### src/rtl/video_frame_meter_if.sv
// video_frame_meter_if: de/hs/vs pixel stream in, frame measurements out.
interface video_frame_meter_if #(
  parameter int DATA_WIDTH = 8,
  parameter int CNT_WIDTH  = 16
);
  logic [DATA_WIDTH-1:0] di_i;
  logic                  de_i;
  logic                  hs_i;
  logic                  vs_i;
  logic [CNT_WIDTH-1:0]  width_o;
  logic [CNT_WIDTH-1:0]  height_o;
  logic [15:0]           frame_cnt_o;
  logic                  frame_done_o;
  logic [2:0]            err_o;
  logic [31:0]           csum_o;
  modport master (
    output di_i, de_i, hs_i, vs_i,
    input  width_o, height_o, frame_cnt_o, frame_done_o, err_o, csum_o
  );
  modport slave (
    input  di_i, de_i, hs_i, vs_i,
    output width_o, height_o, frame_cnt_o, frame_done_o, err_o, csum_o
  );
endinterface

### src/rtl/video_frame_meter.sv
// video_frame_meter: measures width/height/consistency of each de/hs/vs frame.
// Optional pixel checksum on csum_o when VIDEO_FRAME_METER_CSUM_EN is defined.
module video_frame_meter #(
  parameter int DATA_WIDTH = 8,
  parameter int CNT_WIDTH  = 16
) (
  input logic               clk,
  input logic               rst,
  video_frame_meter_if.slave bus
);
  localparam logic [1:0] S_SYNC  = 2'd0;
  localparam logic [1:0] S_IDLE  = 2'd1;
  localparam logic [1:0] S_FRAME = 2'd2;
  localparam logic [CNT_WIDTH-1:0] CNT_MAX = '1;
  logic [1:0]           r_state;
  logic                 r_hs_q, r_vs_q;
  logic [CNT_WIDTH-1:0] r_pix, r_line, r_ref, r_width, r_height;
  logic                 r_mis, r_sync, r_ovf, r_idle_err, r_done;
  logic [2:0]           r_err;
  logic [15:0]          r_frame_cnt;
  logic                 w_line_end, w_fs, w_fe, w_in_frame, w_pix_ovf, w_close;
  logic                 w_first, w_line_ovf, w_mis, w_sync, w_ovf;
  logic [CNT_WIDTH-1:0] w_pix, w_line, w_ref;
  assign w_line_end = bus.hs_i & ~r_hs_q;
  assign w_fs       = bus.vs_i & ~r_vs_q;
  assign w_fe       = ~bus.vs_i & r_vs_q;
  assign w_in_frame = r_state == S_FRAME;
  assign w_pix_ovf  = bus.de_i & (r_pix == CNT_MAX);
  assign w_pix      = (bus.de_i & ~w_pix_ovf) ? r_pix + 1'b1 : r_pix;
  // A frame end also closes a line still holding pixels
  assign w_close    = w_in_frame & (w_line_end | w_fe) & (w_pix != '0);
  assign w_first    = r_line == '0;
  assign w_line_ovf = w_close & (r_line == CNT_MAX);
  assign w_line     = (w_close & ~w_line_ovf) ? r_line + 1'b1 : r_line;
  assign w_ref      = (w_close & w_first) ? w_pix : r_ref;
  assign w_mis      = r_mis | (w_close & ~w_first & (w_pix != r_ref));
  assign w_sync     = r_sync | (bus.de_i & bus.hs_i);
  assign w_ovf      = r_ovf | w_pix_ovf | w_line_ovf;
  always_ff @(posedge clk or posedge rst) begin
    if (rst) begin
      r_state     <= S_SYNC;
      r_hs_q      <= 1'b0;
      r_vs_q      <= 1'b0;
      r_pix       <= '0;
      r_line      <= '0;
      r_ref       <= '0;
      r_mis       <= 1'b0;
      r_sync      <= 1'b0;
      r_ovf       <= 1'b0;
      r_idle_err  <= 1'b0;
      r_width     <= '0;
      r_height    <= '0;
      r_err       <= '0;
      r_frame_cnt <= '0;
      r_done      <= 1'b0;
    end else begin
      r_hs_q <= bus.hs_i;
      r_vs_q <= bus.vs_i;
      r_done <= 1'b0;
      if (r_state == S_SYNC) begin
        if (!bus.vs_i) r_state <= S_IDLE;
      end else if (r_state == S_IDLE) begin
        // Pixels seen between frames are charged to the next frame's sync flag
        r_idle_err <= w_fs ? 1'b0 : r_idle_err | bus.de_i;
        if (w_fs) begin
          r_pix   <= '0;
          r_line  <= '0;
          r_ref   <= '0;
          r_mis   <= 1'b0;
          r_ovf   <= 1'b0;
          r_sync  <= r_idle_err | bus.de_i;
          r_state <= S_FRAME;
        end
      end else begin
        r_pix  <= w_close ? '0 : w_pix;
        r_line <= w_line;
        r_ref  <= w_ref;
        r_mis  <= w_mis;
        r_sync <= w_sync;
        r_ovf  <= w_ovf;
        if (w_fe) begin
          r_width     <= w_ref;
          r_height    <= w_line;
          r_err       <= {w_ovf, w_sync, w_mis};
          r_frame_cnt <= r_frame_cnt + 1'b1;
          r_done      <= 1'b1;
          r_state     <= S_IDLE;
        end
      end
    end
  end
  assign bus.width_o      = r_width;
  assign bus.height_o     = r_height;
  assign bus.frame_cnt_o  = r_frame_cnt;
  assign bus.frame_done_o = r_done;
  assign bus.err_o        = r_err;
`ifdef VIDEO_FRAME_METER_CSUM_EN
  logic [31:0] r_acc, r_csum;
  always_ff @(posedge clk or posedge rst) begin
    if (rst) begin
      r_acc  <= '0;
      r_csum <= '0;
    end else if (r_state == S_IDLE && w_fs) begin
      r_acc <= '0;
    end else if (w_in_frame) begin
      r_acc <= bus.de_i ? r_acc + 32'(bus.di_i) : r_acc;
      if (w_fe) r_csum <= bus.de_i ? r_acc + 32'(bus.di_i) : r_acc;
    end
  end
  assign bus.csum_o = r_csum;
`else
  assign bus.csum_o = '0;
`endif
endmodule

### src/flat_wrapper.sv
// flat-port wrapper written by rule: the top's interface ports become plain ports
module video_frame_meter_flat 
#(
  parameter int DATA_WIDTH = 8,
  parameter int CNT_WIDTH  = 16
)
  (clk, rst, bus_di_i, bus_de_i, bus_hs_i, bus_vs_i, bus_width_o, bus_height_o, bus_frame_cnt_o, bus_frame_done_o, bus_err_o, bus_csum_o);
  video_frame_meter_if #(.DATA_WIDTH(DATA_WIDTH), .CNT_WIDTH(CNT_WIDTH)) bus_i ();
  input logic clk;
  input logic rst;
  input wire logic [$bits(bus_i.di_i)-1:0] bus_di_i;
  input wire logic [$bits(bus_i.de_i)-1:0] bus_de_i;
  input wire logic [$bits(bus_i.hs_i)-1:0] bus_hs_i;
  input wire logic [$bits(bus_i.vs_i)-1:0] bus_vs_i;
  output wire logic [$bits(bus_i.width_o)-1:0] bus_width_o;
  output wire logic [$bits(bus_i.height_o)-1:0] bus_height_o;
  output wire logic [$bits(bus_i.frame_cnt_o)-1:0] bus_frame_cnt_o;
  output wire logic [$bits(bus_i.frame_done_o)-1:0] bus_frame_done_o;
  output wire logic [$bits(bus_i.err_o)-1:0] bus_err_o;
  output wire logic [$bits(bus_i.csum_o)-1:0] bus_csum_o;
  assign bus_i.di_i = bus_di_i;
  assign bus_i.de_i = bus_de_i;
  assign bus_i.hs_i = bus_hs_i;
  assign bus_i.vs_i = bus_vs_i;
  assign bus_width_o = bus_i.width_o;
  assign bus_height_o = bus_i.height_o;
  assign bus_frame_cnt_o = bus_i.frame_cnt_o;
  assign bus_frame_done_o = bus_i.frame_done_o;
  assign bus_err_o = bus_i.err_o;
  assign bus_csum_o = bus_i.csum_o;
  video_frame_meter #(.DATA_WIDTH(DATA_WIDTH), .CNT_WIDTH(CNT_WIDTH)) u_core (.clk(clk), .rst(rst), .bus(bus_i));
endmodule
### config.mk
export PLATFORM = sky130hd
export DESIGN_NAME = video_frame_meter_flat
export DESIGN_NICKNAME = d
export VERILOG_FILES = /design/src/rtl/video_frame_meter_if.sv /design/src/rtl/video_frame_meter.sv /design/src/flat_wrapper.sv
export SDC_FILE = /design/constraint.sdc
export NUM_CORES = 1
export LEC_CHECK = 0
export BUFFER_PORTS_ARGS = -buffer_cell sky130_fd_sc_hd__buf_2
export CAP_MARGIN = 25
export CORE_MARGIN = 1
export CORE_UTILIZATION = 36
export DETAILED_ROUTE_END_ITERATION = 6
export PLACE_DENSITY_LB_ADDON = 0.1
export SYNTH_ARGS = -nofsm -noshare
export SYNTH_HDL_FRONTEND = slang
export SYNTH_SLANG_ARGS = --single-unit
export TNS_END_PERCENT = 50
### constraint.sdc
create_clock -name clk -period 4.5 [get_ports clk]
set_clock_uncertainty 0.2 [all_clocks]
set_input_delay 0.675 -clock clk [delete_from_list [all_inputs] [get_ports clk]]
set_output_delay 0.675 -clock clk [all_outputs]
set_load 0.02 [all_outputs]
==> metrics.cfg <==
[status]
status=finished, final reports clean

[floorplan]
core_area_sq_mm=0.0166
io_pins=97
row_count=47
die_w_um=132
die_h_um=132
initial_core_util_pct=36.9
die-area_sq_mm=0.0175

[yosys]
synthesis.area_sq_mm=0.00613
syn_area_per_cell_sq_um=9.59
async_reset_ff_share_pct=100
synth_seq_cells=108
synthCells=639
ys.flop_type=dfrtp_1
yosys_warnings=0
synth_cell_types=69
synth-edff-count=0
ys_seq_area_share_pct=44.1

[timing]
hold_viol_final=0
min_period_ns=3.95
slew-limit-headroom_pct=51.4
setup_tns_ns=0
slew_violations=0
fmax_ghz=0.253
rsz0062_at_grt=no
fin_crit_sh_pct=87.7
setup_viol=0
worst_pin_slew_ns=0.729

[place]
place_congestion=0.889
placed_cells=894
hpwl_um=10500
portBuffers=56

[worst_setup_path]
r2r-start=u_core.r_pix[0]
worst_ep_arrival_time_ns=4.01
worstPathRequired_ns=4.57
cpPeakStageDelay_ns=0.64
setup.worst_path.start_class=register
crit_path_top_delay_cell=a211oi_4
critPathKind=register to register
critPathCaptureType=register
path_cells=ha_1 > nand4_1 > nor4_1 > mux2i_1 > nand3_1 > nor4_4 > a211oi_4 > buf_4 > mux2_2 > o21ai_0
timing.critical_path.from=u_core.r_pix[0]
critPathMaxFanout=10

[global_routing]
antenna_found_initial=0
track_usage_pct=17.7
grt_overflow=0
grt_pass1_wl_um=24600
grt_pass1_vias=4501
grt_max_degree=46

[clock_tree]
cts_setup_buffers=0
clock_sinks=108
clk_pin_slew_ns=0.08
cts_resized=0
htree_levels=3
cts_root_buf=clkbuf_16
cts_tree=yes
clockBufferDepth=2
hold_buffers=0
clkLatencyLatePin_ns=0.35
numCtsBuffers=9

[worst_hold_path]
hold_path.class=input pin to async pin

[detailed_routing]
vias=4695
first_pass_iters=4
routed_via_density=5.16
wirelength_um=14600
drc_errors=0
ant_nets=0
post_drt_wl_per_cell_um=16.1
drtIter0Drc=278

[final_layout]
final_common_cell=dfrtp_1
layout-drive-gt1-share_pct=19.1
instances_no_fill=910
area_growth_pct=10.7
antenna_cells=0
layout_common_cells=108 x dfrtp_1, 88 x nand2_1, 57 x o21ai_0
nets=702

[pwr]
p_leak_nw=3.11
irDropWorstVdd_mv=0.222
powerDensity_mw_per_mm2=450

[job]
drv_cap=0

[cell families after synthesis]
logic type               synth area share, %
XOR/XNOR                                7.45
AO/OA/AOI/OAI                           14.8
adder cells (fa/ha/maj)                0.817
buffers and inverters                   7.96
other                                 0.0612
AND/OR/NAND/NOR                         19.8
flip-flops                              44.1
multiplexers                            4.92
[final cells by class]
class | count | area (sq um)
clock inverters | 6 | 47.5
fillers | 1710 | 9800
clock buffers | 10 | 239
flip-flops and latches | 108 | 2700
repair buffers | 68 | 370
well taps | 220 | 275
multi-input cells | 476 | 3060
inverters | 22 | 85.1
[sequential cells by signal, indices dropped and copies added (netlist names)]
name and cells:
u_core.r_state 2, u_core.bus.err_o 3, u_core.bus.frame_done_o 1, u_core.r_hs_q 1, u_core.r_pix 16, u_core.r_idle_err 1, u_core.r_line 16, u_core.bus.width_o 16
u_core.r_mis 1, u_core.bus.frame_cnt_o 16, u_core.r_vs_q 1, u_core.r_sync 1, u_core.r_ovf 1, u_core.r_ref 16, u_core.bus.height_o 16
[cell usage after synthesis (3+ instances only)]
| master | number | area share, % |
|---|---|---|
| ha_1 | 4 | 0.82 |
| inv_1 | 21 | 1.3 |
| a31oi_1 | 6 | 0.61 |
| buf_4 | 37 | 4.5 |
| buf_2 | 9 | 0.74 |
| o311ai_0 | 3 | 0.43 |
| mux2i_1 | 8 | 1.3 |
| and4_1 | 6 | 0.86 |
| nand2_1 | 88 | 5.4 |
| nand4_1 | 15 | 1.5 |
| xor2_1 | 22 | 3.1 |
| o21ai_0 | 57 | 4.7 |
| dfrtp_1 | 108 | 44 |
| mux2_4 | 5 | 1.2 |
| or3_1 | 5 | 0.51 |
| clkbuf_1 | 15 | 0.92 |
| nand3_1 | 22 | 1.8 |
| nor3_1 | 11 | 0.90 |
| a22o_1 | 21 | 3.0 |
| and3_1 | 7 | 0.71 |
| xnor2_1 | 27 | 3.9 |
| nor2_1 | 36 | 2.2 |
| or4_4 | 3 | 0.55 |
| o21ai_2 | 4 | 0.57 |
| mux2_2 | 13 | 2.4 |
| a21oi_1 | 20 | 1.6 |
| nor4_1 | 9 | 0.92 |
[worst max-delay path, delay by kind of cell (launching register included)]
family / cells / cell delay [ns]
adder cells (fa/ha/maj): 1 / 0.36
AO/OA/AOI/OAI: 2 / 0.80
buffers and inverters: 1 / 0.33
flip-flops: 1 / 0.52
AND/OR/NAND/NOR: 4 / 1.07
multiplexers: 2 / 0.58
[final timing paths]
| check | to | slack [ns] | cells past startpoint |
|---|---|---|---|
| hold / removal | u_core.bus.height_o[6] | 0.17 | 2 |
| min in group clk | u_core.bus.frame_cnt_o[15] | 0.27 | 1 |
| setup / recovery | u_core.bus.width_o[13] | 0.55 | 10 |
| setup reg to reg | u_core.bus.width_o[13] | 0.55 | 10 |
| max in group asynchronous | u_core.r_pix[0] | 3.06 | 3 |
| hold reg to reg | u_core.bus.frame_cnt_o[15] | 0.27 | 1 |
[where the power goes]
group / total (mW) / switching [mW] / internal, mW
Combinational: 1.00 / 0.657 / 0.344
Sequential: 1.27 / 0.148 / 1.12
Clock: 0.781 / 0.383 / 0.397
[metrics by stage]
| step | utilization [%] | hold slack, ns | power (mW) | worst slack [ns] | cell area (sq um) |
|---|---|---|---|---|---|
| 5_1_grt | 40.9 | 0.215 | 3.24 | 0.230 | 6780 |
| 4_1_cts | 40.9 | 0.190 | 3.09 | 0.581 | 6780 |
| 3_5_place_dp | 39.2 | 0.264 | 2.30 | 0.508 | 6500 |
| 6_report | 40.9 | 0.169 | 3.05 | 0.554 | 6780 |
| 2_1_floorplan | - | 0.250 | 1.99 | 0.779 | 6240 |
| 3_3_place_gp | 39.2 | 0.259 | 2.29 | 0.547 | 6500 |
[layer usage]
metal / vias to the layer above / routed length [um] / GRT usage (%)
met1: 2288 / 7480 / 26.5
li1: 2283 / - / -
met3: 15 / 540 / 2.53
met2: 109 / 6380 / 25.8
met4: 0 / 228 / 5.94
met5: - / 0 / 0
Note: power is estimated with default switching activity, not from simulation.
